**src/rtl/inst_fetch_unit_pkg.sv**
```systemverilog
// Shared definitions for the instruction-fetch front end: widths, PC step,
// default reset vector and the fetch-stream state encoding.
package inst_fetch_unit_pkg;

    localparam int          INST_W           = 32;
    localparam logic [31:0] PC_STEP          = 32'd4;
    localparam logic [31:0] DEFAULT_RESET_PC = 32'h0000_0000;

    typedef enum logic [1:0] {
        RESET_S = 2'd0,
        RUN     = 2'd1,
        FLUSH   = 2'd2
    } fetch_state_e;

    // Branch targets are word aligned by dropping the byte offset.
    function automatic logic [31:0] align_pc(input logic [31:0] pc);
        return {pc[31:2], 2'b00};
    endfunction

endpackage

```
**src/rtl/inst_fetch_unit_fifo.sv**
```systemverilog
// DEPTH-entry synchronous FIFO of {inst, pc} pairs; flush beats push and pop.
module inst_fetch_fifo
    import inst_fetch_unit_pkg::*;
#(
    parameter int DEPTH = 2
) (
    input  logic                       clk,
    input  logic                       rst,
    input  logic                       flush_i,
    input  logic                       push_i,
    input  logic [2*INST_W-1:0]        push_data_i,
    input  logic                       pop_i,
    output logic [2*INST_W-1:0]        head_o,
    output logic [$clog2(DEPTH):0]     count_o,
    output logic                       empty_o,
    output logic                       full_o
);

    localparam int PTR_W = $clog2(DEPTH);

    logic [2*INST_W-1:0] mem_q [DEPTH];
    logic [PTR_W-1:0]    wr_ptr_q, wr_ptr_d;
    logic [PTR_W-1:0]    rd_ptr_q, rd_ptr_d;
    logic [PTR_W:0]      count_q, count_d;
    logic                do_push_s, do_pop_s;

    assign empty_o = (count_q == {(PTR_W+1){1'b0}});
    assign full_o  = (count_q == (PTR_W+1)'(DEPTH));
    assign count_o = count_q;

    // Qualified push/pop and next pointer/count state.
    always_comb begin
        do_push_s = push_i && !full_o;
        do_pop_s  = pop_i && !empty_o;
        wr_ptr_d  = wr_ptr_q;
        rd_ptr_d  = rd_ptr_q;
        count_d   = count_q;
        if (flush_i) begin
            wr_ptr_d = {PTR_W{1'b0}};
            rd_ptr_d = {PTR_W{1'b0}};
            count_d  = {(PTR_W+1){1'b0}};
        end else begin
            if (do_push_s) begin
                wr_ptr_d = wr_ptr_q + PTR_W'(1);
            end else begin
                wr_ptr_d = wr_ptr_q;
            end
            if (do_pop_s) begin
                rd_ptr_d = rd_ptr_q + PTR_W'(1);
            end else begin
                rd_ptr_d = rd_ptr_q;
            end
            case ({do_push_s, do_pop_s})
                2'b10:   count_d = count_q + (PTR_W+1)'(1);
                2'b01:   count_d = count_q - (PTR_W+1)'(1);
                default: count_d = count_q;
            endcase
        end
    end

    // Pointer and occupancy registers.
    always_ff @(posedge clk) begin
        if (rst) begin
            wr_ptr_q <= {PTR_W{1'b0}};
            rd_ptr_q <= {PTR_W{1'b0}};
            count_q  <= {(PTR_W+1){1'b0}};
        end else begin
            wr_ptr_q <= wr_ptr_d;
            rd_ptr_q <= rd_ptr_d;
            count_q  <= count_d;
        end
    end

    // Storage array; contents are don't-care while the slot is unoccupied.
    always_ff @(posedge clk) begin
        if (do_push_s && !flush_i && !rst) begin
            mem_q[wr_ptr_q] <= push_data_i;
        end
    end

    // Head is forced to zero when empty so an idle interface reads as all zeros.
    always_comb begin
        if (empty_o) begin
            head_o = {(2*INST_W){1'b0}};
        end else begin
            head_o = mem_q[rd_ptr_q];
        end
    end

endmodule

```
**src/rtl/inst_fetch_unit.sv**
```systemverilog
// Instruction-fetch front end: PC, ROM request tracking and instruction FIFO.
// Defining INST_FETCH_PERF_EN adds the perf_fetch_cnt / perf_stall_cnt counters.
module inst_fetch_unit
    import inst_fetch_unit_pkg::*;
#(
    parameter int          ADDR_W   = 6,
    parameter int          DEPTH    = 2,
    parameter logic [31:0] RESET_PC = DEFAULT_RESET_PC
) (
    input  logic              clk,
    input  logic              rst,
    output logic [ADDR_W-1:0] rom_addr,
    input  logic [31:0]       rom_data,
    output logic [31:0]       inst_code,
    output logic [31:0]       inst_pc,
    output logic              inst_valid,
    input  logic              inst_ready,
    input  logic              redirect,
    input  logic [31:0]       redirect_pc
`ifdef INST_FETCH_PERF_EN
    ,
    output logic [31:0]       perf_fetch_cnt,
    output logic [31:0]       perf_stall_cnt
`endif
);

    localparam int CNT_W = $clog2(DEPTH) + 1;

    fetch_state_e        state_q, state_d;
    logic [31:0]         fetch_pc_q, fetch_pc_d;
    logic [31:0]         req_pc_q, req_pc_d;
    logic                inflight_q, inflight_d;
    logic [CNT_W-1:0]    fifo_count_s;
    logic                fifo_empty_s, fifo_full_s;
    logic [CNT_W:0]      occupancy_s;
    logic                pop_s, push_s, issue_s, discard_s;
    logic [2*INST_W-1:0] head_s;

    assign rom_addr   = fetch_pc_q[ADDR_W+1:2];
    assign inst_valid = !fifo_empty_s;
    assign inst_code  = head_s[2*INST_W-1:INST_W];
    assign inst_pc    = head_s[INST_W-1:0];

    // Fetch-stream state register.
    always_ff @(posedge clk) begin
        if (rst) begin
            state_q <= RESET_S;
        end else begin
            state_q <= state_d;
        end
    end

    // Fetch-stream next state; any redirect parks the stream in FLUSH for a cycle.
    always_comb begin
        state_d = state_q;
        case (state_q)
            RESET_S: state_d = redirect ? FLUSH : RUN;
            RUN:     state_d = redirect ? FLUSH : RUN;
            FLUSH:   state_d = redirect ? FLUSH : RUN;
            default: state_d = RESET_S;
        endcase
    end

    // Fetch-stream outputs: a return seen in FLUSH belongs to the old stream.
    always_comb begin
        discard_s = 1'b0;
        case (state_q)
            FLUSH:   discard_s = 1'b1;
            default: discard_s = 1'b0;
        endcase
    end

    // Issue only if the slot is guaranteed free when the response returns.
    always_comb begin
        pop_s       = inst_valid && inst_ready;
        push_s      = inflight_q && !discard_s && !fifo_full_s;
        occupancy_s = {1'b0, fifo_count_s} + {{CNT_W{1'b0}}, inflight_q}
                      - {{CNT_W{1'b0}}, pop_s};
        issue_s     = !redirect && (occupancy_s < (CNT_W+1)'(DEPTH));
    end

    // PC and in-flight request next state.
    always_comb begin
        fetch_pc_d = fetch_pc_q;
        req_pc_d   = req_pc_q;
        inflight_d = 1'b0;
        if (redirect) begin
            fetch_pc_d = align_pc(redirect_pc);
        end else if (issue_s) begin
            inflight_d = 1'b1;
            req_pc_d   = fetch_pc_q;
            fetch_pc_d = fetch_pc_q + PC_STEP;
        end else begin
            inflight_d = 1'b0;
        end
    end

    // PC and in-flight request registers.
    always_ff @(posedge clk) begin
        if (rst) begin
            fetch_pc_q <= RESET_PC;
            req_pc_q   <= 32'h0000_0000;
            inflight_q <= 1'b0;
        end else begin
            fetch_pc_q <= fetch_pc_d;
            req_pc_q   <= req_pc_d;
            inflight_q <= inflight_d;
        end
    end

    inst_fetch_fifo #(
        .DEPTH (DEPTH)
    ) u_fifo (
        .clk         (clk),
        .rst         (rst),
        .flush_i     (redirect),
        .push_i      (push_s),
        .push_data_i ({rom_data, req_pc_q}),
        .pop_i       (pop_s),
        .head_o      (head_s),
        .count_o     (fifo_count_s),
        .empty_o     (fifo_empty_s),
        .full_o      (fifo_full_s)
    );

`ifdef INST_FETCH_PERF_EN
    logic [31:0] perf_fetch_q, perf_stall_q;

    // Delivered-instruction and back-pressure counters, wrapping at 2^32.
    always_ff @(posedge clk) begin
        if (rst) begin
            perf_fetch_q <= 32'd0;
            perf_stall_q <= 32'd0;
        end else begin
            if (pop_s) begin
                perf_fetch_q <= perf_fetch_q + 32'd1;
            end
            if (inst_valid && !inst_ready) begin
                perf_stall_q <= perf_stall_q + 32'd1;
            end
        end
    end

    assign perf_fetch_cnt = perf_fetch_q;
    assign perf_stall_cnt = perf_stall_q;
`endif

endmodule

```
**config.mk**
```make
export PLATFORM = sky130hd
export DESIGN_NAME = inst_fetch_unit
export DESIGN_NICKNAME = d
export VERILOG_FILES = /design/src/rtl/inst_fetch_unit_pkg.sv /design/src/rtl/inst_fetch_unit_fifo.sv /design/src/rtl/inst_fetch_unit.sv
export SDC_FILE = /design/constraint.sdc
export NUM_CORES = 1
export LEC_CHECK = 0
export CORE_MARGIN = 10
export CORE_UTILIZATION = 25
export CTS_CLUSTER_DIAMETER = 80
export DETAILED_ROUTE_END_ITERATION = 7
export HOLD_SLACK_MARGIN = 0.15
export PLACE_DENSITY = 0.55
export SLEW_MARGIN = 0
export SYNTH_ARGS = -nofsm -noshare
export SYNTH_HDL_FRONTEND = slang
export SYNTH_SLANG_ARGS = --single-unit
```
**constraint.sdc**
```tcl
create_clock -name clk -period 18.6 [get_ports clk]
set_input_delay 4.65 -clock clk [delete_from_list [all_inputs] [get_ports clk]]
set_output_delay 4.65 -clock clk [all_outputs]
set_load 0.05 [all_outputs]
```
After elaboration in Yosys (flattened, before gate mapping):

Memory sizes are Yosys's and may differ from the RTL's. A register that Yosys moved wholly into a read port is not among the register bits.
Cells that the tools add are included.

* memories kept: 1
* bits in registers: 71
* bits in writable memories: 128
* output and inout port bits: 71
* bits of input ports: 68

* equal/unequal tests: 5
* reductions and logical operators: 21
* bitwise gates (word level): 2
* mux-type cells: 11
* magnitude comparators: 1
* add/subtract/negate cells: 7

Memories
* u_fifo.mem_q: words 2, width 64, read ports 1, clocked after memory_dff 1, write ports 1, RTL line inst_fetch_unit_fifo.sv:21 `logic [2*INST_W-1:0] mem_q [DEPTH];`

Operator list (count)
* two-way mux 32 bit: 2
* two-way mux 64 bit: 1
* adder 32 x 3 -> 32 bit (second input constant): 1
* logical AND 1 bit: 8
* == test 2 bit (second input constant): 3
* two-way mux 1 bit: 6
* logical NOT 1 bit: 5
* == test 2 x 1 -> 1 bit (second input constant): 2
* logical NOT 2 bit: 2
* one-hot mux 2 bit (2 select lines): 1
* nonzero test 2 bit: 2
* OR reduction 2 bit: 2
* adder 2 x 1 -> 3 bit: 1
* < comparator 3 x 2 -> 1 bit (second input constant): 1
* OR reduction 3 bit: 1
* subtractor 3 x 1 -> 3 bit: 1
* adder 1 bit (second input constant): 2
* adder 2 x 1 -> 2 bit (second input constant): 1
* two-way mux 2 bit: 1
* inverter 1 bit: 2
* AND reduction 2 bit: 1
* subtractor 2 x 1 -> 2 bit (second input constant): 1

Depth between registers and ports, before layout:

Gate-level depths: netlist of the first run.

* word-level depth: 10
* mapped depth: 13
* gate-level depth less buffers: 10

Cells and area by module:

A second synthesis of the first run with hierarchy kept.

* cell total of the unflattened synthesis: 699
* area total of the unflattened synthesis: 8176.6 um^2

Modules (own cells, without submodules)
* inst_fetch_fifo: area an instance 5043.6 um^2, instances 1, sequential area each 3943.8 um^2, cells each 299
* inst_fetch_unit: area an instance 3133.0 um^2, instances 1, sequential area each 1261.2 um^2, cells each 400

Worst setup path after synthesis of the first run:

OpenSTA, ideal clock, no wires.

* path type: input port to flip-flop
* start: input port redirect
* end: memory u_fifo.mem_q[0][10] (netlist bit) (enable)
* buffers on the path: 2
* setup slack: 8.303 ns
* setup time: 0.558 ns
* arrival: 9.740 ns
* stages on the path: 5
* cells stage by stage: inv_1 clkbuf_1 buf_1 nand2_1 nor3_1

* word-level cells in the longest chain between the ends: 5

RTL lines
* start, declared: RTL line inst_fetch_unit.sv:18 `input logic redirect,`
* logical NOT 1 bit: RTL line inst_fetch_unit_fifo.sv:76 `if (do_push_s && !flush_i && !rst) begin`
* logical AND 1 bit (2 in a row): RTL line inst_fetch_unit_fifo.sv:76
* two-way mux 1 bit: RTL line inst_fetch_unit_fifo.sv:76
* two-way mux 1 bit (not written as such): RTL line inst_fetch_unit_fifo.sv:77 `mem_q[wr_ptr_q] <= push_data_i;`
* end, declared: RTL line inst_fetch_unit_fifo.sv:21

No other way between the ends.

==> results.json, run 1 <==
{
  "drc": 0,
  "crit_path_max_incr_delay_ns": 0.89,
  "p_int_mw": 0.710,
  "grt_max_degree": 63,
  "period_needed_ns": 7.57,
  "slew_violations": 0,
  "p_per_area_nw_per_um2": 92.1,
  "max_freq_mhz": 132,
  "die-area_sq_um": 39600,
  "max-cap-violations": 0,
  "final_hold_viol_count": 0,
  "setup_tns_ns": 0,
  "start_util": 0.254,
  "cts_tree": "done",
  "cts_made_buffers": 17,
  "syn_inst": 682,
  "hold_ws_ns": 0.455,
  "grt_usage": 0.102,
  "rsz0062_at_grt": "false",
  "first_iter_violations": 352,
  "arrival_ns": 2.92,
  "period_share": 0.407,
  "path_cells": "buf_4 > mux2i_1 > nor2_1 > clkdlybuf4s50_1",
  "p_sw_frac": 0.256,
  "end_kind": "output port",
  "antenna_found_initial": 0,
  "syn-cell-area_sq_um": 8020,
  "gp_congestion": 0.817,
  "synth_edf_count": 124,
  "die_y_microns": 199,
  "pwr-share-seq": 0.500,
  "grt_pass1_wl_microns": 31100,
  "die_w_microns": 199,
  "cp_max_fo": 42,
  "first_pass_iters": 5,
  "path_class": "register to output port",
  "routed_via_density": 4.56,
  "synth_ff_type": "edfxtp_1",
  "clockPowerShare": 0.402,
  "p_switching_mw": 0.245,
  "yosysWarnings": 0,
  "cts-resized-gates": 0,
  "peakVddDrop_mv": 0.0685,
  "coreArea_sq_um": 31600,
  "async_flop_share": 0,
  "ant_nets": 0,
  "hpwl_microns": 13700,
  "stdcell_area_sq_um": 10400,
  "grt_pass1_vias": 5284,
  "ios": 139,
  "final_layout_size_suffix_gt1_frac": 0.0679,
  "rows": 65,
  "ys_seq_area_frac": 0.634,
  "pwr-share-comb": 0.097,
  "io_buffer_count": 134,
  "status": "completed",
  "antenna_cells": 0,
  "clk_pin_slew_worst_paths_ns": 0.07,
  "p_leak_nw": 3.25,
  "cts_setup_buffers": 0,
  "root_buffer": "clkbuf_16",
  "worst-slew-pin-transition_ns": 0.892,
  "crit_slowest_cell": "clkdlybuf4s50_1",
  "yosysUniqueCellTypes": 56,
  "hold_path_class": "register to register",
  "crit_required_ns": 13.95,
  "holdBufCountCts": 0,
  "wl_per_cell_microns": 16.9,
  "overflow": 0,
  "routed_wl_microns": 20500,
  "fillerInstances": 3205,
  "syn_area_per_cell_sq_um": 11.8,
  "clockBufferDepth": 2,
  "clk_latency_ns": 0.43,
  "area_growth_pct": 29.3,
  "cts_max_level": 4,
  "vias": 5522,
  "max-slew-margin-rel": 0.405,
  "fin_skew_ns": 0.0133,
  "synth-seq-cells": 192,
  "dpl-instance-area_sq_um": 9730,
  "finalSetupViolCount": 0,
  "critPathLaunchType": "register",
  "cts.sinks": 192,
  "nets": 869
}
synthesized netlist by cell type, drive strengths merged (8+ instances only):
master,n,area share
a211oi,13,0.012
a21oi,33,0.021
a311oi,9,0.0098
buf,14,0.013
clkbuf,34,0.016
dfxtp,68,0.17
edfxtp,124,0.46
inv,13,0.0061
mux2i,62,0.077
nand2,72,0.034
nand3,24,0.016
nand4,13,0.012
nor2,91,0.043
nor3,12,0.0075
nor4,11,0.0094
or4,8,0.0075
xnor2,8,0.011
worst max-delay path, delay by kind of cell (launching register included):
family / cells / cell delay [ns]
buffers and inverters: 2 / 1.58
flip-flops: 1 / 0.60
multiplexers: 1 / 0.16
AND/OR/NAND/NOR: 1 / 0.13
per-layer routing:
layer  track usage  wire (microns)
met1         0.138           10000
met2         0.155            9180
met3        0.0271            1110
met4        0.0308             195
met5             0               0
cell usage in the layout, fill, tap and decap left out, drive strengths merged, types with 3 or more instances in the layout:
cell type      instances
nand4                 13
nand2b                 4
and3                   6
xnor2                  8
a311oi                 9
dfxtp                 68
o211ai                 5
buf                   10
clkbuf                19
nand3                 24
edfxtp               124
nor4                  11
or4                    8
o31ai                  7
and4                   6
xor2                   7
nand2                 72
mux2i                 62
clkdlybuf4s50        133
inv                   19
a211oi                13
nor3                  12
ha                     3
nor2                  91
a21oi                 33
clkinv                 6
o21ai                  7
or3                    4
path summary, 6_finish.rpt:
path / start / end / slack, ns / cells past startpoint
min: req_pc_q[5]$_SDFFE_PP0P_ / u_fifo.mem_q[1][5]$_DFFE_PP_ / 0.46 / 0
max: register / inst_pc[10] / 11.03 / 4
min reg2reg: req_pc_q[5]$_SDFFE_PP0P_ / u_fifo.mem_q[1][5]$_DFFE_PP_ / 0.46 / 0
max reg2reg: u_fifo.count_o[1]$_SDFFE_PP0P_ / fetch_pc_q[24]$_SDFFE_PP0P_ / 14.62 / 10
power by group through the flow:
stage	Sequential (mW)	Combinational [mW]	Clock, mW
after floorplan	0.483	0.0587	0
after global placement	0.487	0.0933	0
after detailed placement	0.488	0.0942	0
after CTS	0.478	0.0945	0.400
after global routing	0.480	0.101	0.418
final	0.478	0.0930	0.384
sequential cells by signal, summed over array words and instances (netlist names), named ones only:
signal           cells
u_fifo.mem_q       124
fetch_pc_q          30
req_pc_q            30
state_q              2
u_fifo.count_o       2
inflight_q           1
u_fifo.rd_ptr_q      1
u_fifo.wr_ptr_q      1
metrics by stage:
step	power (mW)	setup slack (ns)	instances	utilization
final	0.955	11.03	1212	0.328
after CTS	0.972	10.89	1212	0.328
after global routing	0.999	10.81	1212	0.328
after global placement	0.581	10.77	1180	0.307
after floorplan	0.541	8.30	683	-
after detailed placement	0.582	10.75	1180	0.307
layout make-up:
| type | count | area (sq um) | area share |
|---|---|---|---|
| clock buffer | 19 | 475 | 0.0459 |
| clock inverter | 13 | 165 | 0.0159 |
| inverter | 13 | 48.8 | 0.00471 |
| multi-input combinational | 430 | 2680 | 0.259 |
| sequential | 192 | 5090 | 0.491 |
| tap | 402 | 503 | 0.0485 |
| timing repair buffer | 143 | 1400 | 0.135 |
kinds of logic after synthesis:
group,share of synthesized area
fa+ha+maj,0.00718
mux,0.0774
other cells,0.000468
buf+inv,0.0349
compound gates,0.0736
flops,0.634
xor+xnor,0.0187
simple gates,0.154
Power figures use the tool's default switching activity.
==> inputs of run 2 (changes only) <==
- clock period: 18.6 -> 7 ns (I/O delays scaled with it)
==> run 2 against run 1 <==
Cell area shrank 0.77%; sequential power grew to 2.7 times the previous value; wire length about the same; total power grew to 2.6 times the previous value; first-iteration DRC count fell by 0.85%; final cell count unchanged; hold slack got worse by 0.0018 ns; critical path depth unchanged; sequential share of layout area is 0.38 points higher; core utilization shrank 0.25 points; non-clock buffer count unchanged; clock skew shrank 0.0026 ns.
==> results.json, run 2 (same netlist as run 1, synthesis figures left out) <==
{
  "layout_common_cells": "clkdlybuf4s50_1 (133), edfxtp_1 (124), nor2_1 (90)",
  "layout_setup_ws_ns": 2.30,
  "ant_nets": 0,
  "path_cells": "buf_4 > mux2i_1 > nor2_1 > clkdlybuf4s50_1",
  "grt_pass1_wl_microns": 31900,
  "gp_congestion": 0.846,
  "cts-resized-gates": 0,
  "largest_reg_flops": 124,
  "period_needed_ns": 4.70,
  "status": "completed",
  "wl_per_cell_microns": 16.9,
  "area_growth_pct": 28.3,
  "slew_violations": 0,
  "routed_via_density": 4.51,
  "grt_max_degree": 63,
  "max-slew-margin-rel": 0.393,
  "register_area_sq_um": 5090,
  "r2r-start": "u_fifo.count_o[1]$_SDFFE_PP0P_",
  "final_common_cell": "clkdlybuf4s50_1",
  "holdBufCountCts": 0,
  "first_iter_violations": 349,
  "hpwl_microns": 13800,
  "max-cap-violations": 0,
  "hold_path_class": "register to register",
  "critPathTopFamily": "buffers and inverters",
  "cts_tree": "done",
  "io_buffer_count": 134,
  "holdPathStages": 0,
  "cp_max_fo": 42,
  "worst-r2r-setup-slack_ns": 3.23,
  "p_total_mw": 2.46,
  "rsz0062_at_grt": "false",
  "drc": 0,
  "die_y_microns": 199,
  "finish.utilization": 0.325,
  "reg_top3": "u_fifo.mem_q (124), fetch_pc_q (30), req_pc_q (30)",
  "nets": 869,
  "cts_made_buffers": 17,
  "cts.sinks": 192,
  "clk_latency_ns": 0.43,
  "start_util": 0.254,
  "hold_ws_ns": 0.453,
  "hold_end": "u_fifo.mem_q[0][31]$_DFFE_PP_",
  "final_hold_viol_count": 0,
  "multi_input_area_sq_um": 2680,
  "fin_skew_ns": 0.0107,
  "crit_slowest_cell": "clkdlybuf4s50_1",
  "max_freq_mhz": 213,
  "clockBufferDepth": 2,
  "min_from": "req_pc_q[31]$_SDFFE_PP0P_",
  "worst-slew-pin-transition_ns": 0.911,
  "finalSetupViolCount": 0,
  "p_per_area_nw_per_um2": 239,
  "ios": 139,
  "vias": 5470,
  "clk_pin_slew_worst_paths_ns": 0.07,
  "cts_setup_buffers": 0,
  "top_register": "u_fifo.mem_q",
  "grt_usage": 0.104,
  "arrival_ns": 2.95,
  "p_leak_nw": 3.21,
  "path_class": "register to output port",
  "rows": 65,
  "setup_tns_ns": 0,
  "fillerInstances": 3211,
  "r2r-end": "fetch_pc_q[24]$_SDFFE_PP0P_",
  "coreArea_sq_um": 31600,
  "root_buffer": "clkbuf_16",
  "routed_wl_microns": 20500,
  "peakVddDrop_mv": 0.149,
  "cts_max_level": 4,
  "die_w_microns": 199,
  "grt_pass1_vias": 5484,
  "end_kind": "output port",
  "worst-path-buf-inv": 2,
  "r2r_cells": 10,
  "overflow": 0,
  "critPathLaunchType": "register",
  "antenna_cells": 0,
  "period_share": 0.671,
  "crit_required_ns": 5.25,
  "place_ws_ns": 2.08,
  "crit_path_max_incr_delay_ns": 0.90,
  "cp_num_cells": 4,
  "final_layout_size_suffix_gt1_frac": 0.0654,
  "first_pass_iters": 5,
  "antenna_found_initial": 0,
  "die-area_sq_um": 39600
}
[run 2: report_power, final]
group | total, mW | leakage [nW] | internal, mW | switching [mW]
Clock | 0.941 | 0.275 | 0.501 | 0.441
Combinational | 0.245 | 1.25 | 0.0961 | 0.148
Sequential | 1.27 | 1.68 | 1.24 | 0.0359
[run 2: area by class of cell]
type / count / share of cell area
timing repair buffer: 143 / 0.136
multi-input combinational: 430 / 0.261
sequential: 192 / 0.495
clock buffer: 19 / 0.0421
inverter: 13 / 0.00474
tap: 402 / 0.0489
clock inverter: 13 / 0.0124
[run 2: through the flow]
stage | cells | instance area, sq um
3_3_place_gp | 1180 | 9730
3_5_place_dp | 1180 | 9730
5_1_grt | 1212 | 10300
6_report | 1212 | 10300
4_1_cts | 1212 | 10300
2_1_floorplan | 683 | 8020
[run 2: per-layer routing]
layer / global-route usage / vias to the layer above / wire length, microns
met2: 0.159 / 163 / 8990
met5: 0 / - / 0
met4: 0.0331 / 0 / 255
met3: 0.0320 / 15 / 1430
li1: - / 2719 / -
met1: 0.138 / 2573 / 9810
[run 2: worst max path at each step]
stage | to | slack [ns] | start
global placement | fetch_pc_q[24]$_SDFFE_PP0P_ | 2.12 | inst_ready
floorplan | u_fifo.mem_q[0][10]$_DFFE_PP_ | -0.40 | redirect
finish | inst_pc[27] | 2.30 | register
detailed placement | fetch_pc_q[24]$_SDFFE_PP0P_ | 2.08 | inst_ready
CTS | inst_pc[28] | 2.24 | register
global route | inst_pc[28] | 2.13 | register
